[src/rtl/fifo_pkg.sv]
// ---------------------------------------------------------------------------
// fifo_pkg
// Shared definitions for the synchronous FIFO family.
//   FIFO_MODE_STD  : registered read; rd_data/rd_valid appear the cycle
//                    after an accepted pop.
//   FIFO_MODE_FWFT : first-word-fall-through; the head word is always
//                    presented on rd_data while the FIFO is not empty.
//   is_pow2()      : elaboration-time helper for parameter checks.
// ---------------------------------------------------------------------------
package fifo_pkg;

    localparam int FIFO_MODE_STD  = 0;
    localparam int FIFO_MODE_FWFT = 1;

    function automatic bit is_pow2(input int value);
        return (value > 0) && ((value & (value - 1)) == 0);
    endfunction

endpackage : fifo_pkg

[src/rtl/fifo_ram.sv]
// ---------------------------------------------------------------------------
// fifo_ram
// DATA_W x DEPTH storage array: synchronous write, asynchronous read.
// Ports:
//   clk      in   write clock (rising edge)
//   we_i     in   write enable
//   waddr_i  in   write address  [AW-1:0]
//   wdata_i  in   write data     [DATA_W-1:0]
//   raddr_i  in   read address   [AW-1:0]
//   rdata_o  out  read data      [DATA_W-1:0], combinational from raddr_i
// ---------------------------------------------------------------------------
module fifo_ram #(
    parameter int DATA_W = 8,
    parameter int DEPTH  = 8,
    parameter int AW     = $clog2(DEPTH)
) (
    input  logic              clk,
    input  logic              we_i,
    input  logic [AW-1:0]     waddr_i,
    input  logic [DATA_W-1:0] wdata_i,
    input  logic [AW-1:0]     raddr_i,
    output logic [DATA_W-1:0] rdata_o
);

    logic [DATA_W-1:0] mem_q [DEPTH];

    // NOTE: the array has no reset on purpose; the FIFO pointers decide
    // which entries are meaningful, and a reset port here would turn the
    // array into flops instead of a RAM.
    always_ff @(posedge clk) begin
        if (we_i) begin
            mem_q[waddr_i] <= wdata_i;
        end
    end

    assign rdata_o = mem_q[raddr_i];

endmodule : fifo_ram

[src/rtl/fifo_sync_flex.sv]
// ---------------------------------------------------------------------------
// fifo_sync_flex
// Single-clock FIFO with selectable read style (standard or FWFT),
// programmable almost-full/almost-empty levels and sticky error flags.
// Ports:
//   clk           in   clock, rising edge
//   rst_n         in   asynchronous active-low reset
//   clr           in   synchronous flush (pointers, error flags, rd_valid)
//   wr_en/wr_data in   push request and word
//   rd_en         in   pop request
//   rd_data       out  read word
//   rd_valid      out  rd_data qualifier
//   full, empty, almost_full, almost_empty  out  status flags
//   count         out  occupancy 0..DEPTH
//   overflow      out  sticky: write attempted while full
//   underflow     out  sticky: read attempted while empty
// ---------------------------------------------------------------------------
module fifo_sync_flex
    import fifo_pkg::*;
#(
    parameter int DATA_W    = 8,
    parameter int DEPTH     = 8,
    parameter int MODE      = FIFO_MODE_FWFT,
    parameter int AF_THRESH = DEPTH - 2,
    parameter int AE_THRESH = 1
) (
    input  logic                     clk,
    input  logic                     rst_n,
    input  logic                     clr,
    input  logic                     wr_en,
    input  logic [DATA_W-1:0]        wr_data,
    input  logic                     rd_en,
    output logic [DATA_W-1:0]        rd_data,
    output logic                     rd_valid,
    output logic                     full,
    output logic                     empty,
    output logic                     almost_full,
    output logic                     almost_empty,
    output logic [$clog2(DEPTH):0]   count,
    output logic                     overflow,
    output logic                     underflow
);

    localparam int AW = $clog2(DEPTH);
    localparam logic [AW:0] PTR_ONE = (AW+1)'(1);
    localparam logic [AW:0] AF_LVL  = (AW+1)'(AF_THRESH);
    localparam logic [AW:0] AE_LVL  = (AW+1)'(AE_THRESH);

    // ---------------- parameter legality ----------------
    if (DATA_W < 1) begin : g_bad_data_w
        $error("fifo_sync_flex: DATA_W must be >= 1");
    end
    if (DEPTH < 2 || !is_pow2(DEPTH)) begin : g_bad_depth
        $error("fifo_sync_flex: DEPTH must be a power of 2 and >= 2");
    end
    if (MODE != FIFO_MODE_STD && MODE != FIFO_MODE_FWFT) begin : g_bad_mode
        $error("fifo_sync_flex: MODE must be FIFO_MODE_STD or FIFO_MODE_FWFT");
    end
    if (AF_THRESH < 1 || AF_THRESH > DEPTH) begin : g_bad_af
        $error("fifo_sync_flex: AF_THRESH must be in 1..DEPTH");
    end
    if (AE_THRESH < 0 || AE_THRESH > DEPTH - 1) begin : g_bad_ae
        $error("fifo_sync_flex: AE_THRESH must be in 0..DEPTH-1");
    end

    // ---------------- pointer / flag state ----------------
    // Pointers carry one extra wrap bit so full and empty are distinguishable
    // when the address bits match.
    logic [AW:0]       wptr_q, wptr_d;
    logic [AW:0]       rptr_q, rptr_d;
    logic              overflow_q, overflow_d;
    logic              underflow_q, underflow_d;
    logic              wr_acc, rd_acc;
    logic [DATA_W-1:0] ram_rdata;

    // Acceptance looks only at registered full/empty: no same-cycle bypass,
    // and clr overrides both requests.
    assign wr_acc = wr_en && !full  && !clr;
    assign rd_acc = rd_en && !empty && !clr;

    // NOTE: combinational next-state logic uses blocking assignments with
    // every output defaulted first (no latches); the registers below use
    // non-blocking assignments only.
    always_comb begin
        wptr_d      = wptr_q;
        rptr_d      = rptr_q;
        overflow_d  = overflow_q;
        underflow_d = underflow_q;
        if (clr) begin
            wptr_d      = '0;
            rptr_d      = '0;
            overflow_d  = 1'b0;
            underflow_d = 1'b0;
        end else begin
            if (wr_acc)         wptr_d      = wptr_q + PTR_ONE;
            if (rd_acc)         rptr_d      = rptr_q + PTR_ONE;
            if (wr_en && full)  overflow_d  = 1'b1;
            if (rd_en && empty) underflow_d = 1'b1;
        end
    end

    always_ff @(posedge clk or negedge rst_n) begin
        if (!rst_n) begin
            wptr_q      <= '0;
            rptr_q      <= '0;
            overflow_q  <= 1'b0;
            underflow_q <= 1'b0;
        end else begin
            wptr_q      <= wptr_d;
            rptr_q      <= rptr_d;
            overflow_q  <= overflow_d;
            underflow_q <= underflow_d;
        end
    end

    // Status is purely a function of registered pointers, so an asynchronous
    // reset drives every flag to its idle value without a clock.
    assign empty        = (wptr_q == rptr_q);
    assign full         = (wptr_q[AW] != rptr_q[AW]) &&
                          (wptr_q[AW-1:0] == rptr_q[AW-1:0]);
    assign count        = wptr_q - rptr_q;
    assign almost_full  = (count >= AF_LVL);
    assign almost_empty = (count <= AE_LVL);
    assign overflow     = overflow_q;
    assign underflow    = underflow_q;

    // ---------------- storage ----------------
    fifo_ram #(
        .DATA_W (DATA_W),
        .DEPTH  (DEPTH),
        .AW     (AW)
    ) u_ram (
        .clk     (clk),
        .we_i    (wr_acc),
        .waddr_i (wptr_q[AW-1:0]),
        .wdata_i (wr_data),
        .raddr_i (rptr_q[AW-1:0]),
        .rdata_o (ram_rdata)
    );

    // ---------------- read port ----------------
    if (MODE == FIFO_MODE_STD) begin : g_std
        logic [DATA_W-1:0] rd_data_q, rd_data_d;
        logic              rd_valid_q, rd_valid_d;

        // rd_acc is already false during clr, which also drops rd_valid;
        // rd_data simply holds its last popped word.
        always_comb begin
            rd_data_d  = rd_data_q;
            rd_valid_d = rd_acc;
            if (rd_acc) rd_data_d = ram_rdata;
        end

        always_ff @(posedge clk or negedge rst_n) begin
            if (!rst_n) begin
                rd_data_q  <= '0;
                rd_valid_q <= 1'b0;
            end else begin
                rd_data_q  <= rd_data_d;
                rd_valid_q <= rd_valid_d;
            end
        end

        assign rd_data  = rd_data_q;
        assign rd_valid = rd_valid_q;
    end else begin : g_fwft
        assign rd_data  = ram_rdata;
        assign rd_valid = !empty;
    end

endmodule : fifo_sync_flex

[config.mk]
export PLATFORM = sky130hd
export DESIGN_NAME = fifo_sync_flex
export DESIGN_NICKNAME = d
export VERILOG_FILES = /design/src/rtl/fifo_pkg.sv /design/src/rtl/fifo_ram.sv /design/src/rtl/fifo_sync_flex.sv
export SDC_FILE = /design/constraint.sdc
export NUM_CORES = 1
export LEC_CHECK = 0
export CAP_MARGIN = 25
export CORE_MARGIN = 1.5
export CORE_UTILIZATION = 50
export DETAILED_ROUTE_END_ITERATION = 12
export MAX_ROUTING_LAYER = met4
export PLACE_DENSITY = 0.69
export SLEW_MARGIN = 15
export SYNTH_ARGS = -nofsm -noshare
export SYNTH_HDL_FRONTEND = slang
export SYNTH_SLANG_ARGS = --single-unit
[constraint.sdc]
create_clock -name clk -period 3.5 [get_ports clk]
set_input_delay 0.7 -clock clk [delete_from_list [all_inputs] [get_ports clk]]
set_output_delay 0.7 -clock clk [all_outputs]
set_load 0.01 [all_outputs]
**After elaboration in Yosys (flattened, before gate mapping)**

Memories as Yosys holds them, arrays and structs flattened.
Cells that the tools add are included.

- $add $sub $neg: 3
- Magnitude comparators: 2
- Equal/unequal tests: 3
- Muxes and demuxes: 10
- Reductions and logical operators: 14

Operators with widths:

| operator | number |
|---|---|
| $mux W4 | 4 |
| $add A4 B1 Y4 const B | 2 |
| $reduce_bool A2 Y1 | 4 |
| $logic_and A1 B1 Y1 | 7 |
| $mux W1 | 6 |
| $eq A4 B4 Y1 | 1 |
| $ge A4 B3 Y1 const B | 1 |
| $le A4 B1 Y1 const B | 1 |
| $sub A4 B4 Y4 | 1 |
| $eq A3 B3 Y1 | 1 |
| $logic_not A1 Y1 | 3 |
| $ne A1 B1 Y1 | 1 |

- Register bits: 10
- RAM bits: 64
- Logic and storage cells: 37
- Memories: 1

Memories:

| memory | depth | bits a word | read ports | clocked after Yosys merged registers in | write ports | line | RTL |
|---|---|---|---|---|---|---|---|
| u_ram.mem_q | 8 | 8 | 1 | 0 | 1 | fifo_ram.sv:25 | `logic [DATA_W-1:0] mem_q [DEPTH];` |

**Logic depth before layout (Yosys ltp)**

- Depth in word-level cells: 7
- Depth in mapped cells: 8
- Depth with buffers taken out: 6

**Hierarchy**

Synthesis repeated with hierarchy kept, for this count alone.

- Cell total of the unflattened synthesis: 185
- Area, all modules: 3243.1 µm²

By module, submodules not included:

| module | times used | cells an instance | area an instance (µm²) | sequential area each (µm²) |
|---|---|---|---|---|
| fifo_ram | 1 | 106 | 2531.2 | 1921.8 |
| fifo_sync_flex | 1 | 79 | 711.9 | 250.2 |

**Worst setup path before layout**

Ideal clock, no wire load.

- Path type: register -> register
- Start point: register rptr_q[1]
- End point: memory u_ram.mem_q[0][0] (enable)
- Arrival: 2.339 ns
- Path slack: 0.767 ns
- Stages on the path, launching flop included: 8
- Clock period less this slack: 2.733 ns
- Cell sequence: dfrtp_1 > buf_2 > buf_2 > inv_1 > ha_1 > nand3_1 > o21ai_2 > nor4_1

- Word-level cells in the longest chain between the ends: 7

RTL lines:

| element | line | RTL |
|---|---|---|
| from (decl) | fifo_sync_flex.sv:70 | `logic [AW:0] rptr_q, rptr_d;` |
| from (signal assigned) | fifo_sync_flex.sv:110 | `rptr_q <= rptr_d;` |
| $eq A3 B3 Y1 | fifo_sync_flex.sv:120 | `(wptr_q[AW-1:0] == rptr_q[AW-1:0]);` |
| $logic_and A1 B1 Y1 | fifo_sync_flex.sv:119 | `assign full = (wptr_q[AW] != rptr_q[AW]) &&` |
| $logic_not A1 Y1 | fifo_sync_flex.sv:78 | `assign wr_acc = wr_en && !full && !clr;` |
| $logic_and A1 B1 Y1 (2 in series) | fifo_sync_flex.sv:78 |  |
| $mux W1 | fifo_ram.sv:31 | `if (we_i) begin` |
| $mux W1 (not written as such) | fifo_ram.sv:32 | `mem_q[waddr_i] <= wdata_i;` |
| to (decl) | fifo_ram.sv:25 |  |

No other way between the ends.

**Final worst setup path**

- Start point: register wptr_q[0]
- End point: output almost_full

- Word-level cells in the longest chain between the ends: 2

RTL lines:

| element | line | RTL |
|---|---|---|
| from (decl) | fifo_sync_flex.sv:69 | `logic [AW:0] wptr_q, wptr_d;` |
| from (signal assigned) | fifo_sync_flex.sv:109 | `wptr_q <= wptr_d;` |
| $sub A4 B4 Y4 | fifo_sync_flex.sv:121 | `assign count = wptr_q - rptr_q;` |
| $ge A4 B3 Y1 | fifo_sync_flex.sv:122 | `assign almost_full = (count >= AF_LVL);` |
| to (decl) | fifo_sync_flex.sv:37 | `output logic almost_full,` |

No other way between the ends.

==> out/qor.csv <==
metric,value,unit
status,completed,
Core Rows,28,
Final ANT Viol Nets,0,
Vias per Instance,5.57,
Post-Route Utilization,0.637,
postcts setup bufs,0,
hold depth,2,
top_reg_cell synth,edfxtp_1,
DR pass1 iterations,4,
RSZ-0062 raised after global routing,false,
setup violators final,0,
Worst setup EP type,output port,
Ys Warns,0,
crit path kind,flop to output port,
die area,0.00690,mm²
placed cell areas,0.00370,mm²
clk root buf,clkbuf_8,
Max clock buf depth,2,
Die Wd,83.1,µm
Layout area overhead,20.4,%
ratio of final minimum period to clock period,0.917,
synthesized flop and latch total,74,
worst endpoint required time,2.80,ns
Die H,83.1,µm
clk sinks,74,
Final Skew,0.00563,ns
vias in the first global route,1904,
total grt overflow,0,
total CTS buffers,9,
Mapped Nets,218,
Peak VDD IR,0.000364,V
first-pass GRT wire length,9850,µm
CTS tree,done,
crit-path max FO,8,
R2R cell count,6,
FMAX,0.312,GHz
Filler cells,460,
min-delay worst type,flop to flop,
Final Non-Filler Cells,330,
Startpoint Class,flop,
"most common cell after layout, fill and taps aside",edfxtp_1,
initial DRC count,118,
fin crit period,3.21,ns
post-CTS sizing,0,
wire per inst,18.8,µm
Setup Total Neg Slack,0,ns
share of cells above drive strength 1,0.227,
syn_area_per_cell,16.1,µm²
I/O pins,32,
Synth Instances,199,
Worst-Skew Late Latency,0.34,ns
GRT Total Usage,0.201,
leakage,1.38,nW
drt total wl,6190,µm
worst path arrival time,2.51,ns
worst-margin pin slew,0.481,ns
Slew HR,0.678,
max-cap viol count,0,
"Cell Area, Synth",0.00321,mm²
initial antenna violation count,0,
Nets,269,
RD Place Congestion,0.831,
Post-synth ARST share,0.135,
Port Buffer Count,31,
synth unique cells,36,
largest net degree at the start of global routing,16,
DRC viols,0,
Placed Cells,314,
cts hold-fix bufs,0,
Final Instance Area,0.00386,mm²
"Hold Vio Cnt, Final",0,
Core ar.,0.00606,mm²
clk slew on worst S/H paths,0.07,ns
PD cells,507,mW/mm²
hpwl dp,4210,µm
starting density of the core,0.529,
Overall Power,1.96,mW
sequential area share after synthesis,0.677,
"EDFF count, synth",64,
H-tree Lvls,3,
Max Slew Vio Count,0,
# diodes,0,
most frequent cells in the layout,"edfxtp_1, nand2_1, clkdlybuf4s50_1",
vias after detailed routing,1837,
[state kept, by name, indices dropped and copies added (netlist names)]
signal       cells
rptr_q           4
u_ram.mem_q     64
wptr_q           4
underflow        1
overflow         1
[cells in the mapped netlist (2+ instances only)]
master     count  area (µm²)
a21oi_1        5        25.0
edfxtp_1      64        1920
mux4_2        14         315
mux2_2         3        33.8
mux4_1         2        52.6
nor2b_1        3        18.8
inv_1          7        26.3
mux2_4         2        30.0
buf_2          4        20.0
ha_1           5        62.6
nand4_1        2        12.5
nor2_1        12        45.0
a31oi_1        2        12.5
o2111ai_1      2        17.5
o31ai_1        2        15.0
buf_6          2        22.5
a21boi_2       2        22.5
dfrtp_1       10         250
and3_1         2        12.5
nand2_1       32         120
nor4_1         2        12.5
nor3_1         6        30.0
[power breakdown]
| group | total, mW | internal [mW] | leakage (nW) | switching, mW |
|---|---|---|---|---|
| clock | 0.558 | 0.255 | 0.0831 | 0.303 |
| sequential | 0.991 | 0.977 | 0.715 | 0.0140 |
| combinational | 0.409 | 0.220 | 0.582 | 0.188 |
| total | 1.96 | 1.45 | 1.38 | 0.505 |
[cell type report]
class	count	area (µm²)	share of cell area
Tap cell	75	93.8	0.0243
Inverter	8	30.0	0.00778
Clock buffer	11	131	0.0340
Clock inverter	5	31.3	0.00810
Timing Repair Buffer	47	430	0.112
Sequential cell	74	2170	0.563
Multi-Input combinational cell	110	971	0.252
[cell families (layout without fill, tap and decap cells)]
group | count (synthesis) | count (layout) | share of synthesized area
buf+inv | 15 | 71 | 0.0238
flops | 74 | 74 | 0.677
mux | 22 | 22 | 0.138
compound gates | 17 | 17 | 0.0382
simple gates | 62 | 62 | 0.0843
xor+xnor | 3 | 3 | 0.0129
fa+ha+maj | 6 | 6 | 0.0258
[critical path, cell delays in order, from the launching register on]
cell and delay [ns]:
dfrtp_1 0.50, inv_1 0.13, ha_1 0.22, fa_1 0.39
xnor2_1 0.23, nand2_1 0.08, o21ai_0 0.07, clkdlybuf4s50_1 0.55
[metrics by stage]
step,hold slack [ns],worst slack [ns]
floorplan,0.404,0.767
global placement,0.488,0.678
detailed placement,0.492,0.638
CTS,0.509,0.273
global route,0.533,0.0689
finish,0.502,0.290
[metal layers]
layer	vias up	track usage	part of all wire
met2	51	0.327	0.48
li1	861	-	-
met1	910	0.239	0.45
met4	0	0.102	0.027
met5	-	-	0
met3	15	0.0427	0.039
[final timing paths]
| check | start | endpoint | slack, ns |
|---|---|---|---|
| worst max-delay path | wptr_q[0]$_DFFE_PN0P_ | almost_full | 0.29 |
| worst min-delay path | underflow$_DFFE_PN0P_ | underflow$_DFFE_PN0P_ | 0.50 |
| worst max register to register | rptr_q[1]$_DFFE_PN0P_ | u_ram.mem_q[5][5]$_DFFE_PP_ | 1.11 |
| worst min register to register | underflow$_DFFE_PN0P_ | underflow$_DFFE_PN0P_ | 0.50 |
| max in group asynchronous | rst_n | wptr_q[1]$_DFFE_PN0P_ | 2.50 |
| min in group asynchronous | rst_n | overflow$_DFFE_PN0P_ | 0.68 |
Power figures use the tool's default switching activity.
